==> src/rtl/sm_accum_ctrl.sv <==
// Sign-magnitude accumulation sequencer for one neuron: bias load,
// product streaming through the shared adder, saturation, result handoff.
module sm_accum_ctrl #(
  parameter int WORD_LENGTH = 16,
  parameter int NUM_INPUTS  = 4,
  parameter int CNT_W       = $clog2(NUM_INPUTS) + 1
) (
  input  logic                   clk,
  input  logic                   rst,
  input  logic                   start,
  input  logic [WORD_LENGTH-1:0] bias,
  input  logic                   in_valid,
  output logic                   in_ready,
  input  logic [WORD_LENGTH-1:0] in_data,
  output logic [WORD_LENGTH-1:0] add_a,
  output logic [WORD_LENGTH-1:0] add_b,
  input  logic [WORD_LENGTH-1:0] add_sum,
  output logic                   out_valid,
  input  logic                   out_ready,
  output logic [WORD_LENGTH-1:0] out_data,
  output logic                   out_ovf,
  output logic                   busy
);

  localparam int W = WORD_LENGTH;
  localparam logic [CNT_W-1:0] LAST = CNT_W'(NUM_INPUTS - 1);

  typedef enum logic [1:0] {
    IDLE,
    ACCUM,
    DONE
  } state_t;

  state_t         state, state_nx;
  logic [W-1:0]   acc, acc_nx;
  logic [CNT_W-1:0] cnt, cnt_nx;
  logic           ovf, ovf_nx;
  logic           wrap;
  logic [W-1:0]   upd;

  function automatic logic [W-1:0] norm(input logic [W-1:0] v);
    return (v[W-2:0] == '0) ? '0 : v;
  endfunction

  // Same-sign add whose magnitude shrank has wrapped past full scale.
  assign wrap = (acc[W-1] == in_data[W-1]) &&
                (add_sum[W-2:0] < acc[W-2:0]);
  assign upd  = wrap ? {acc[W-1], {(W-1){1'b1}}}
                     : norm(add_sum);
  assign add_a = acc;

  always_ff @(posedge clk) begin
    if (rst) begin
      state <= IDLE;
      acc   <= '0;
      cnt   <= '0;
      ovf   <= 1'b0;
    end else begin
      state <= state_nx;
      acc   <= acc_nx;
      cnt   <= cnt_nx;
      ovf   <= ovf_nx;
    end
  end

  always_comb begin
    state_nx  = state;
    acc_nx    = acc;
    cnt_nx    = cnt;
    ovf_nx    = ovf;
    in_ready  = 1'b0;
    busy      = 1'b0;
    out_valid = 1'b0;
    out_data  = '0;
    out_ovf   = 1'b0;
    add_b     = '0;
    unique case (state)
      IDLE: begin
        if (start) begin
          acc_nx   = norm(bias);
          cnt_nx   = '0;
          ovf_nx   = 1'b0;
          state_nx = ACCUM;
        end
      end
      ACCUM: begin
        in_ready = 1'b1;
        busy     = 1'b1;
        add_b    = in_data;
        if (in_valid) begin
          acc_nx = upd;
          ovf_nx = ovf | wrap;
          cnt_nx = cnt + CNT_W'(1);
          if (cnt == LAST) state_nx = DONE;
        end
      end
      DONE: begin
        busy      = 1'b1;
        out_valid = 1'b1;
        out_data  = acc;
        out_ovf   = ovf;
        if (out_ready) state_nx = IDLE;
      end
      default: state_nx = IDLE;
    endcase
  end

endmodule

==> config.mk <==
export PLATFORM = sky130hd
export DESIGN_NAME = sm_accum_ctrl
export DESIGN_NICKNAME = d
export VERILOG_FILES = /design/src/rtl/sm_accum_ctrl.sv
export SDC_FILE = /design/constraint.sdc
export NUM_CORES = 1
export LEC_CHECK = 0
export CAP_MARGIN = 20
export CORE_MARGIN = 10
export CORE_UTILIZATION = 42
export CTS_CLUSTER_SIZE = 20
export DETAILED_ROUTE_END_ITERATION = 10
export GPL_TIMING_DRIVEN = 0
export PLACE_DENSITY = 0.88
export SYNTH_ARGS = -nofsm -noshare
export SYNTH_HDL_FRONTEND = slang
export SYNTH_SLANG_ARGS = --single-unit
==> constraint.sdc <==
create_clock -name clk -period 6.3 [get_ports clk]
set_input_delay 1.26 -clock clk [delete_from_list [all_inputs] [get_ports clk]]
set_output_delay 1.26 -clock clk [all_outputs]
set_load 0.005 [all_outputs]
======== After elaboration in Yosys (flattened, before gate mapping) ========
Cells that the tools add are included.
word-level totals
  flip-flop bits (word level) ............. 22
cells by class
  add/sub/neg operators ................... 1
  order comparisons ....................... 1
  equal/unequal tests ..................... 9
  reductions and logical operators ........ 9
  bitwise operators ....................... 1
  multiplexer cells ....................... 23
operators by type and width
  cell                                                  count
  two-way mux 16 bit                                    7
  case mux 16 bit (2 select lines)                      1
  zero test 15 bit                                      2
  < comparator 15 bit                                   1
  != test 2 bit (second input constant)                 5
  two-way mux 2 bit                                     4
  AND reduction 4 bit                                   2
  two-way mux 1 bit                                     6
  two-way mux 3 bit                                     2
  case mux 2 bit (3 select lines)                       1
  case mux 3 bit (2 select lines)                       1
  adder 3 x 1 -> 3 bit (second input constant)          1
  equality test 3 x 2 -> 1 bit (second input constant)  1
  AND reduction 3 bit                                   1
  equality test 2 x 1 -> 1 bit (second input constant)  1
  equality test 2 bit (second input constant)           1
  zero test 2 bit                                       1
  case mux 1 bit (2 select lines)                       1
  nonzero test 2 bit                                    1
  OR reduction 2 bit                                    1
  equality test 1 bit                                   1
  logical AND 1 bit                                     1
  bitwise OR 1 bit                                      1

======== Longest topological paths before layout ========
Gate-level depths: netlist of the first run.
  depth after elaboration ................. 5
  mapped depth ............................ 9
  mapped depth without buffers ............ 8

======== Worst setup path before layout of the first run ========
OpenSTA, ideal clock, no wires.
  path type ............................... input-to-reg
  from .................................... input port add_sum[4]
  to ...................................... register acc[2], in the netlist add_a[2]
  stages .................................. 8
  data arrival time ....................... 2.697 ns
  setup time .............................. 0.147 ns
  setup slack ............................. 3.456 ns
  cells stage by stage .................... ha_1 -> nand4_1 -> nor2_2 -> a21oi_2 -> o41ai_4 -> and2_4 -> buf_6 -> a221oi_1
on the way
  cells in the longest elaborated chain, start to end .. 5
  elaborated cells between the ends (all ways) .. 7
  those cells by class .................... 1 x order compare; 4 x mux; 2 x reduce/logical
RTL lines
  what                                                            line    text
  start: declaration                                              17      input logic [WORD_LENGTH-1:0] add_sum,
  < comparator 15 bit / zero test 15 bit (equally long branches)  47, 42
  logical AND 1 bit / two-way mux 16 bit (equally long branches)  46, 42
  two-way mux 16 bit *                                            48      assign upd = wrap ? {acc[W-1], {(W-1){1'b1}}}
  two-way mux 16 bit *                                            90      if (in_valid) begin
  case mux 16 bit (2 select lines) *                              77      unique case (state)
  end signal: assignment                                          60      acc <= acc_nx;
  end: declaration                                                35      logic [W-1:0] acc, acc_nx;
Every way passes the cells marked *; elsewhere a longest branch is shown, timed or not. The select of a mux whose other input is x is not followed.
A chain may end at the register's enable or synchronous reset.

======== Final worst setup path of the first run ========
  from .................................... input port in_data[15]
  to ...................................... output port add_b[15]
on the way
  cells in the longest elaborated chain, start to end .. 1
RTL lines
  what                line  text
  start: declaration  14    input logic [WORD_LENGTH-1:0] in_data,
  two-way mux 16 bit  77
  end: declaration    16    output logic [WORD_LENGTH-1:0] add_b,
Every way passes these cells.

==> flow_summary.yaml, run 1 <==
critical_path:
  end_kind: "output port"
  required_ns: 5.04
  timing.reg2reg.setup_slack_ns: 3.88
  critPathMaxFanout: 2
  reg2reg_depth: 7
  path_cells: "clkdlybuf4s50_1, and2_1, clkdlybuf4s50_1"
  critical_path_class: "primary input to output port"
  rr_endpoint: "add_a[9]"
  crit_slowest_cell: "clkdlybuf4s50_1"
  r2r-start: "state[1]"
  cp_slowest_stage_delay_ns: 0.53
  worstPathArrival_ns: 2.42
  cpMostUsedCell: "clkdlybuf4s50_1"
  start_kind: "primary input"
layout:
  num_antenna_cells: 0
  nFillCells: 326
  drive_gt1_share_pct: 6.587
  final_core_util_pct: 72.96
  multiInputGateArea_um2: 1207
  regArea_um2: 440.4
  nets: 408
  syn_to_final_growth_pct: 63.56
power_and_ir_drop:
  power_switching_mw: 0.4692
  power_density_nw_per_um2: 365.3
  ir_worst_vdd_mv: 0.2465
  p_sw_share_pct: 43.08
  pwr-share-clk_pct: 9.7
  p_int_mw: 0.6200
  combPwrFrac_pct: 67.2
  finalPower_mw: 1.089
  leakage_nw: 1.155
  power_frac_seq_pct: 23.1
floorplan:
  rows: 23
  start_util_pct: 44.61
  die_width_um: 85.88
  coreArea_um2: 4086
  die_y_um: 85.88
  io-pin-count: 105
  die_area_um2: 7375
worst_hold_path:
  min_to: "ovf"
  min_path_cells: 1
  hold_class: "register to register"
  min_from: "ovf"
global_route:
  antenna_found_initial: 0
  grt_overflow: 0
  grt_max_degree: 13
  grt_pass1_wl_mm: 11.00
  grt_util_all_layers_pct: 18.00
  grt_pass1_vias: 2205
drt:
  drc_errors: 0
  dr.pass1.iters: 5
  vias_per_cell: 5.383
  vias: 2067
  ant_nets: 0
  wl_per_cell_um: 17.71
  wl_mm: 6.801
  detail_route.iter0.violations: 130
cts:
  cts_buffers: 3
  path_clk_slew_ns: 0.08
  h-tree-depth: 1
  clockBufferDepth: 2
  clk_latency_ns: 0.27
  clkSinkCount: 22
  ctsHoldBuffers: 0
  cts_resized: 0
  cts_setup_buffers: 0
  cts-root-buf: "clkbuf_8"
  cts_tree: "done"
logic_synthesis:
  synth.most_common_cell: "and2_1"
  yosys.area.top_type: "dfxtp_1"
  ys_async_sr_fraction_pct: 0
  synth_edf_count: 0
  syn_avg_cell_area_um2: 8.066
  synth_area_leaders: "dfxtp_1, ha_1, and2_1, a221oi_2, inv_1"
  yosysWarnings: 0
  netlist.area_leader.share_pct: 24.16
  netlist_area_um2: 1823
  syn-instance-count: 226
  synth_nets: 299
  ys.flop_type: "dfxtp_1"
  synth_commonest_cells: "and2_1, inv_1, dfxtp_1"
  post_synth_num_cell_types: 40
  seq_area_frac_synth_pct: 24.16
  ys_ff_latch: 22
timing:
  slew_headroom_pct: 46.08
  period_share_pct: 58.42
  hold_viol: 0
  rsz0062_at_grt: "false"
  worstMarginPinSlew_ns: 0.8087
  finalCriticalPeriod_ns: 3.680
  hold_ws_ns: 0.4828
  fmaxAchievable_mhz: 271.7
  finalSetupTns_ns: 0
  setup_viol: 0
  clock_skew_ns: 0.002548
  timing.final.max_slew_violations: 0
  fin_ws_ns: 2.620
placed_design:
  port_buffers: 104
  gp_congestion: 0.8244
  place_ws_ns: 2.612
  post-dp-hpwl_mm: 5.628
outcome:
  status: "complete, no violations"
run:
  drv_cap: 0
routing by layer:
layer  up-vias  share of wire (%)  GRT usage, %
met4         0                1.4         4.940
met5         -                  0             0
met1       935                 38         19.53
li1       1004                  -             -
met3        14                 12         9.934
met2       114                 48         29.48
cell type report:
class | instances | share of cell area (%)
Sequential cell | 22 | 14.77
Tap cell | 50 | 2.098
Inverter | 31 | 3.903
Timing Repair Buffer | 104 | 34.91
Clock buffer | 4 | 1.846
Buffer | 10 | 1.972
Multi-Input combinational cell | 163 | 40.50
worst max-delay path, delay by kind of cell:
kind	cells	cell delay, ns
AND/OR/NAND/NOR	1	0.13
buffers and inverters	2	1.03
how the worst max path moves through the flow:
stage	start	endpoint	slack, ns
3_3_place_gp	in_data[15]	add_b[15]	2.64
5_1_grt	in_data[15]	add_b[15]	2.60
4_1_cts	in_data[15]	add_b[15]	2.61
6_report	in_data[15]	add_b[15]	2.62
2_1_floorplan	add_sum[4]	add_a[2]	3.46
3_5_place_dp	in_data[15]	add_b[15]	2.61
cell usage in the layout, fill, tap and decap left out, types with 2 or more instances in the layout:
cell and count:
clkdlybuf4s50_1 104, and2_1 35, inv_1 31, dfxtp_1 22, ha_1 20, nand2_1 17, nor2_1 15, o21ai_0 13
a221oi_2 9, clkbuf_1 6, nor4_1 6, nand4_1 4, a211oi_1 4, a21oi_1 4, a221oi_1 4, clkbuf_8 4
nand2b_1 3, nand3b_1 3, mux2i_1 3, buf_6 2, o21a_1 2, nor3_1 2, a32o_1 2
logic make-up (layout without fill, tap and decap cells):
family | after synthesis | count (layout) | share of synthesized area [%]
AO/OA/AOI/OAI | 50 | 50 | 24.09
XOR/XNOR | 1 | 1 | 0.4805
adder cells (fa/ha/maj) | 20 | 20 | 13.73
buffers and inverters | 41 | 149 | 9.608
flip-flops | 22 | 22 | 24.16
multiplexers | 3 | 3 | 1.647
AND/OR/NAND/NOR | 89 | 89 | 26.29
power by group through the flow:
| stage | logic [mW] | registers (mW) | clock network [mW] |
|---|---|---|---|
| 3_5_place_dp | 0.729 | 0.254 | 0 |
| 5_1_grt | 0.810 | 0.263 | 0.113 |
| 6_report | 0.732 | 0.252 | 0.106 |
| 4_1_cts | 0.736 | 0.251 | 0.104 |
| 2_1_floorplan | 0.400 | 0.244 | 0 |
| 3_3_place_gp | 0.710 | 0.251 | 0 |
metrics by stage:
| step | instances | instance area [um^2] |
|---|---|---|
| floorplan | 226 | 1823 |
| global placement | 380 | 2927 |
| detailed placement | 380 | 2927 |
| CTS | 384 | 2982 |
| global route | 384 | 2982 |
| finish | 384 | 2982 |
state kept, by name, summed over array words and instances, names as in the netlist:
register	count
add_a	16
state	2
ovf	1
cnt	3
No activity file was read; power rests on OpenSTA's default activity.
==> run 2, diff against run 1 <==
--- a/config.mk
+++ b/config.mk
@@ -7,11 +7,11 @@
 export LEC_CHECK = 0
 export CAP_MARGIN = 20
 export CORE_MARGIN = 10
-export CORE_UTILIZATION = 42
+export CORE_UTILIZATION = 39
 export CTS_CLUSTER_SIZE = 20
 export DETAILED_ROUTE_END_ITERATION = 10
 export GPL_TIMING_DRIVEN = 0
-export PLACE_DENSITY = 0.88
+export PLACE_DENSITY = 0.82
 export SYNTH_ARGS = -nofsm -noshare
 export SYNTH_HDL_FRONTEND = slang
 export SYNTH_SLANG_ARGS = --single-unit
==> constraint.sdc (replaced) <==
create_clock -name clk -period 3.5 [get_ports clk]
set_input_delay 0.7 -clock clk [delete_from_list [all_inputs] [get_ports clk]]
set_output_delay 0.7 -clock clk [all_outputs]
set_load 0.005 [all_outputs]
==> flow_summary.yaml, run 2 (synthesis gave the netlist of run 1 again) <==
global_route:
  grt_util_all_layers_pct: 17.03
  grt_max_degree: 13
  grt_pass1_vias: 2191
  top_usage_layer: "met2"
  grt_overflow: 0
  antenna_found_initial: 0
  grt_use_met3_pct: 7.353
  met2_usage_pct: 30.61
  use_met1_pct: 18.28
  grt_pass1_wl_mm: 10.68
timing:
  clock_skew_ns: 0.002881
  fmaxAchievable_mhz: 346.5
  worstMarginPinSlew_ns: 0.8198
  setup_viol: 0
  period_share_pct: 82.45
  finalCriticalPeriod_ns: 2.886
  finalSetupTns_ns: 0
  fin_ws_ns: 0.6141
  rsz0062_at_grt: "false"
  slew_headroom_pct: 45.35
  hold_viol: 0
  timing.final.max_slew_violations: 0
layout:
  num_antenna_cells: 0
  final_common_cell: "clkdlybuf4s50_1"
  final_cell_mix: "clkdlybuf4s50_1, and2_1, inv_1"
  final_core_util_pct: 67.15
  nets: 408
  drive_gt1_share_pct: 6.587
  largest_reg_flops: 16
  syn_to_final_growth_pct: 63.69
  final_area_um2: 2984
power_and_ir_drop:
  power_frac_seq_pct: 23.1
  p_int_mw: 1.115
  p_sw_share_pct: 42.92
  power_switching_mw: 0.8382
  combPwrFrac_pct: 67.3
  ir_worst_vdd_mv: 0.3893
  leakage_nw: 1.155
  pwr-share-clk_pct: 9.6
  power_density_nw_per_um2: 654.5
cts:
  cts_setup_buffers: 0
  h-tree-depth: 1
  path_clk_slew_ns: 0.09
  cts-root-buf: "clkbuf_8"
  cts_buffers: 3
  cts_tree: "done"
  cts_resized: 0
  clkSinkCount: 22
  clk_latency_ns: 0.26
  ctsHoldBuffers: 0
  clockBufferDepth: 2
drt:
  ant_nets: 0
  drc_errors: 0
  detail_route.iter0.violations: 82
  vias: 2082
  wl_mm: 6.789
  wl_per_cell_um: 17.59
  dr.pass1.iters: 6
  vias_per_cell: 5.394
critical_path:
  cp_slowest_stage_delay_ns: 0.51
  crit_family: "buffers and inverters"
  worstPathArrival_ns: 2.19
  end_kind: "output port"
  timing.reg2reg.setup_slack_ns: 1.01
  required_ns: 2.80
  start_kind: "register"
  crit_slowest_cell: "clkdlybuf4s50_1"
  cp.buffers_inverters: 3
  path_cells: "inv_1, ha_1, clkbuf_1, and2_1, clkdlybuf4s50_1"
  critical_path_class: "register to output port"
  critPathMaxFanout: 10
run:
  drv_cap: 0
floorplan:
  rows: 24
  die_width_um: 88.37
  die_area_um2: 7809
  die_y_um: 88.37
  coreArea_um2: 4444
  start_util_pct: 41.02
  io-pin-count: 105
placed_design:
  port_buffers: 104
  gp_congestion: 0.8273
  post-dp-hpwl_mm: 5.574
  place_ws_ns: 0.4391
  placed_area_um2: 2929
worst_hold_path:
  hold_class: "register to register"
outcome:
  status: "complete, no violations"
==> run 2: worst reg2reg max path: cells and delay by family, from the launching register on <==
kind / cells / cell delay [ns]
compound gates: 2 / 0.88
simple gates: 2 / 0.31
flops: 1 / 0.37
buf+inv: 2 / 0.60
fa+ha+maj: 1 / 0.25
==> run 2: layer usage <==
metal / share of wire (%) / vias up
met4: 0.80 / 0
met3: 12 / 8
met1: 39 / 964
li1: - / 1004
met2: 48 / 106
met5: 0 / -
==> run 2: final cells by class <==
type	count	area, um^2
plain buffers	10	58.81
clock buffers	4	55.05
fillers	392	1460
inverters	31	116.4
flip-flops and latches	22	440.4
multi-input cells	163	1207
well taps	52	65.06
repair buffers	104	1041
==> run 2: power by group through the flow <==
stage	combinational, mW	sequential [mW]	clock, mW
floorplan	0.721	0.440	0
global placement	1.28	0.453	0
detailed placement	1.32	0.456	0
CTS	1.33	0.450	0.189
global route	1.46	0.467	0.192
finish	1.31	0.451	0.188
==> run 2: final timing paths <==
check | cells past startpoint | start | to
min reg2reg | 1 | cnt[0] | cnt[0]
min | 1 | cnt[0] | cnt[0]
max | 5 | state[0] | out_data[5]
max reg2reg | 7 | state[1] | add_a[0]
==> run 2: metrics by stage <==
step / power, mW / hold slack (ns) / std cells
6_report: 1.953 / 0.4824 / 386
5_1_grt: 2.123 / 0.5061 / 386
4_1_cts: 1.967 / 0.4819 / 386
3_5_place_dp: 1.773 / 0.4608 / 382
3_3_place_gp: 1.734 / 0.4471 / 382
2_1_floorplan: 1.161 / 0.4322 / 226
==> run 3, diff against run 2 <==
==> constraint.sdc (replaced) <==
create_clock -name clk -period 2.7 [get_ports clk]
set_input_delay 0.54 -clock clk [delete_from_list [all_inputs] [get_ports clk]]
set_output_delay 0.54 -clock clk [all_outputs]
set_load 0.005 [all_outputs]
==> flow_summary.yaml, run 3 (synthesis gave the netlist of run 1 again) <==
floorplan:
  coreArea_um2: 4444
  die_area_um2: 7809
  die_y_um: 88.37
  rows: 24
  io-pin-count: 105
  start_util_pct: 41.02
  die_width_um: 88.37
drt:
  vias_per_cell: 5.389
  drc_errors: 0
  dr.pass1.iters: 4
  ant_nets: 0
  vias: 2080
  wl_per_cell_um: 17.46
  detail_route.iter0.violations: 139
  wl_mm: 6.741
placed_design:
  dp_cells: 382
  placed_area_um2: 2929
  place_ws_ns: -0.2009
  post-dp-hpwl_mm: 5.574
  gp_congestion: 0.8273
  port_buffers: 104
cts:
  cts_buffers: 3
  clk_latency_ns: 0.26
  h-tree-depth: 1
  cts_tree: "done"
  clkSinkCount: 22
  clockBufferDepth: 2
  cts-root-buf: "clkbuf_8"
  path_clk_slew_ns: 0.08
critical_path:
  critPathMaxFanout: 10
  worstPathArrival_ns: 2.73
  crit_slowest_cell: "clkdlybuf4s50_1"
  end_kind: "register"
  path_cells: "clkdlybuf4s50_1, ha_1, a21oi_1, o211ai_1, a31oi_1, o41ai_4, buf_4, and2_4, buf_6, a221oi_2"
  required_ns: 2.88
  start_kind: "primary input"
  cp_slowest_stage_delay_ns: 0.52
  timing.reg2reg.setup_slack_ns: 0.24
  critical_path_class: "primary input to register"
layout:
  nFillCells: 392
  drive_gt1_share_pct: 7.784
  final_cells: 386
  final_area_um2: 2995
  final_cell_mix: "clkdlybuf4s50_1, and2_1, inv_1"
  syn_to_final_growth_pct: 64.31
  final_common_cell: "clkdlybuf4s50_1"
  largest_reg_flops: 16
  nets: 408
  num_antenna_cells: 0
global_route:
  grt_pass1_wl_mm: 10.63
  grt_max_degree: 20
  antenna_found_initial: 0
  grt_pass1_vias: 2189
  grt_overflow: 0
  grt_util_all_layers_pct: 16.94
timing:
  setup_viol: 0
  fin_ws_ns: 0.1457
  hold_viol: 0
  fmaxAchievable_mhz: 391.5
  timing.final.max_slew_violations: 0
  worstMarginPinSlew_ns: 0.7924
  hold_ws_ns: 0.4802
  finalCriticalPeriod_ns: 2.554
  period_share_pct: 94.60
  clock_skew_ns: 0.001539
  slew_headroom_pct: 47.17
power_and_ir_drop:
  finalPower_mw: 2.534
  power_density_nw_per_um2: 846.1
  ir_worst_vdd_mv: 0.5014
  leakage_nw: 1.165
run:
  drv_cap: 0
worst_hold_path:
  hold_class: "register to register"
outcome:
  status: "complete, no violations"
## run 3: cell type report
class	count	area [um^2]	area share [%]
inverter	31	116.4	3.885
buffer	8	52.55	1.754
clock buffer	4	55.05	1.838
sequential	22	440.4	14.70
tap	52	65.06	2.172
multi-input combinational	163	1210	40.39
timing repair buffer	106	1056	35.25
## run 3: timing repair
| item | CTS | global route |
|---|---|---|
| setup buffers | 0 | 2 |
| setup endpoints to repair | 16 | 31 |
| pin swaps | 0 | 2 |
| gates resized for setup | 1 | 1 |
| gates cloned | 0 | 0 |
| hold buffers | 0 | 0 |
## run 3: worst max-delay path: cells and delay by family
| family | cells | cell delay [ns] |
|---|---|---|
| adders and majority gates | 1 | 0.28 |
| and+or+nand+nor | 1 | 0.15 |
| buffers and inverters | 3 | 0.85 |
| AOI/OAI and AO/OA | 5 | 0.91 |
## run 3: per-stage QoR
stage	util [%]	TNS (ns)
finish	67.40	0
global route	67.40	-0.005133
CTS	67.09	0
detailed placement	65.91	-1.967
global placement	65.91	-1.407
floorplan	-	0
## run 3: per-layer routing
layer | up-vias | GRT usage [%] | part of all wire [%]
met1 | 956 | 18.39 | 39
met3 | 4 | 7.353 | 13
met4 | 0 | 3.084 | 0.43
met2 | 116 | 30.14 | 48
li1 | 1004 | - | -
met5 | - | 0 | 0
## run 3: report_power, final
group / switching (mW) / internal [mW]
clock network: 0.113 / 0.130
registers: 0.126 / 0.457
logic: 0.840 / 0.868
total: 1.08 / 1.46
## run 3: worst paths after layout
kind / startpoint / to / depth (start not counted)
setup / recovery: add_sum[14] / add_a[0] / 10
hold / removal: ovf / ovf / 1
setup reg to reg: state[1] / add_a[0] / 7
hold reg to reg: ovf / ovf / 1
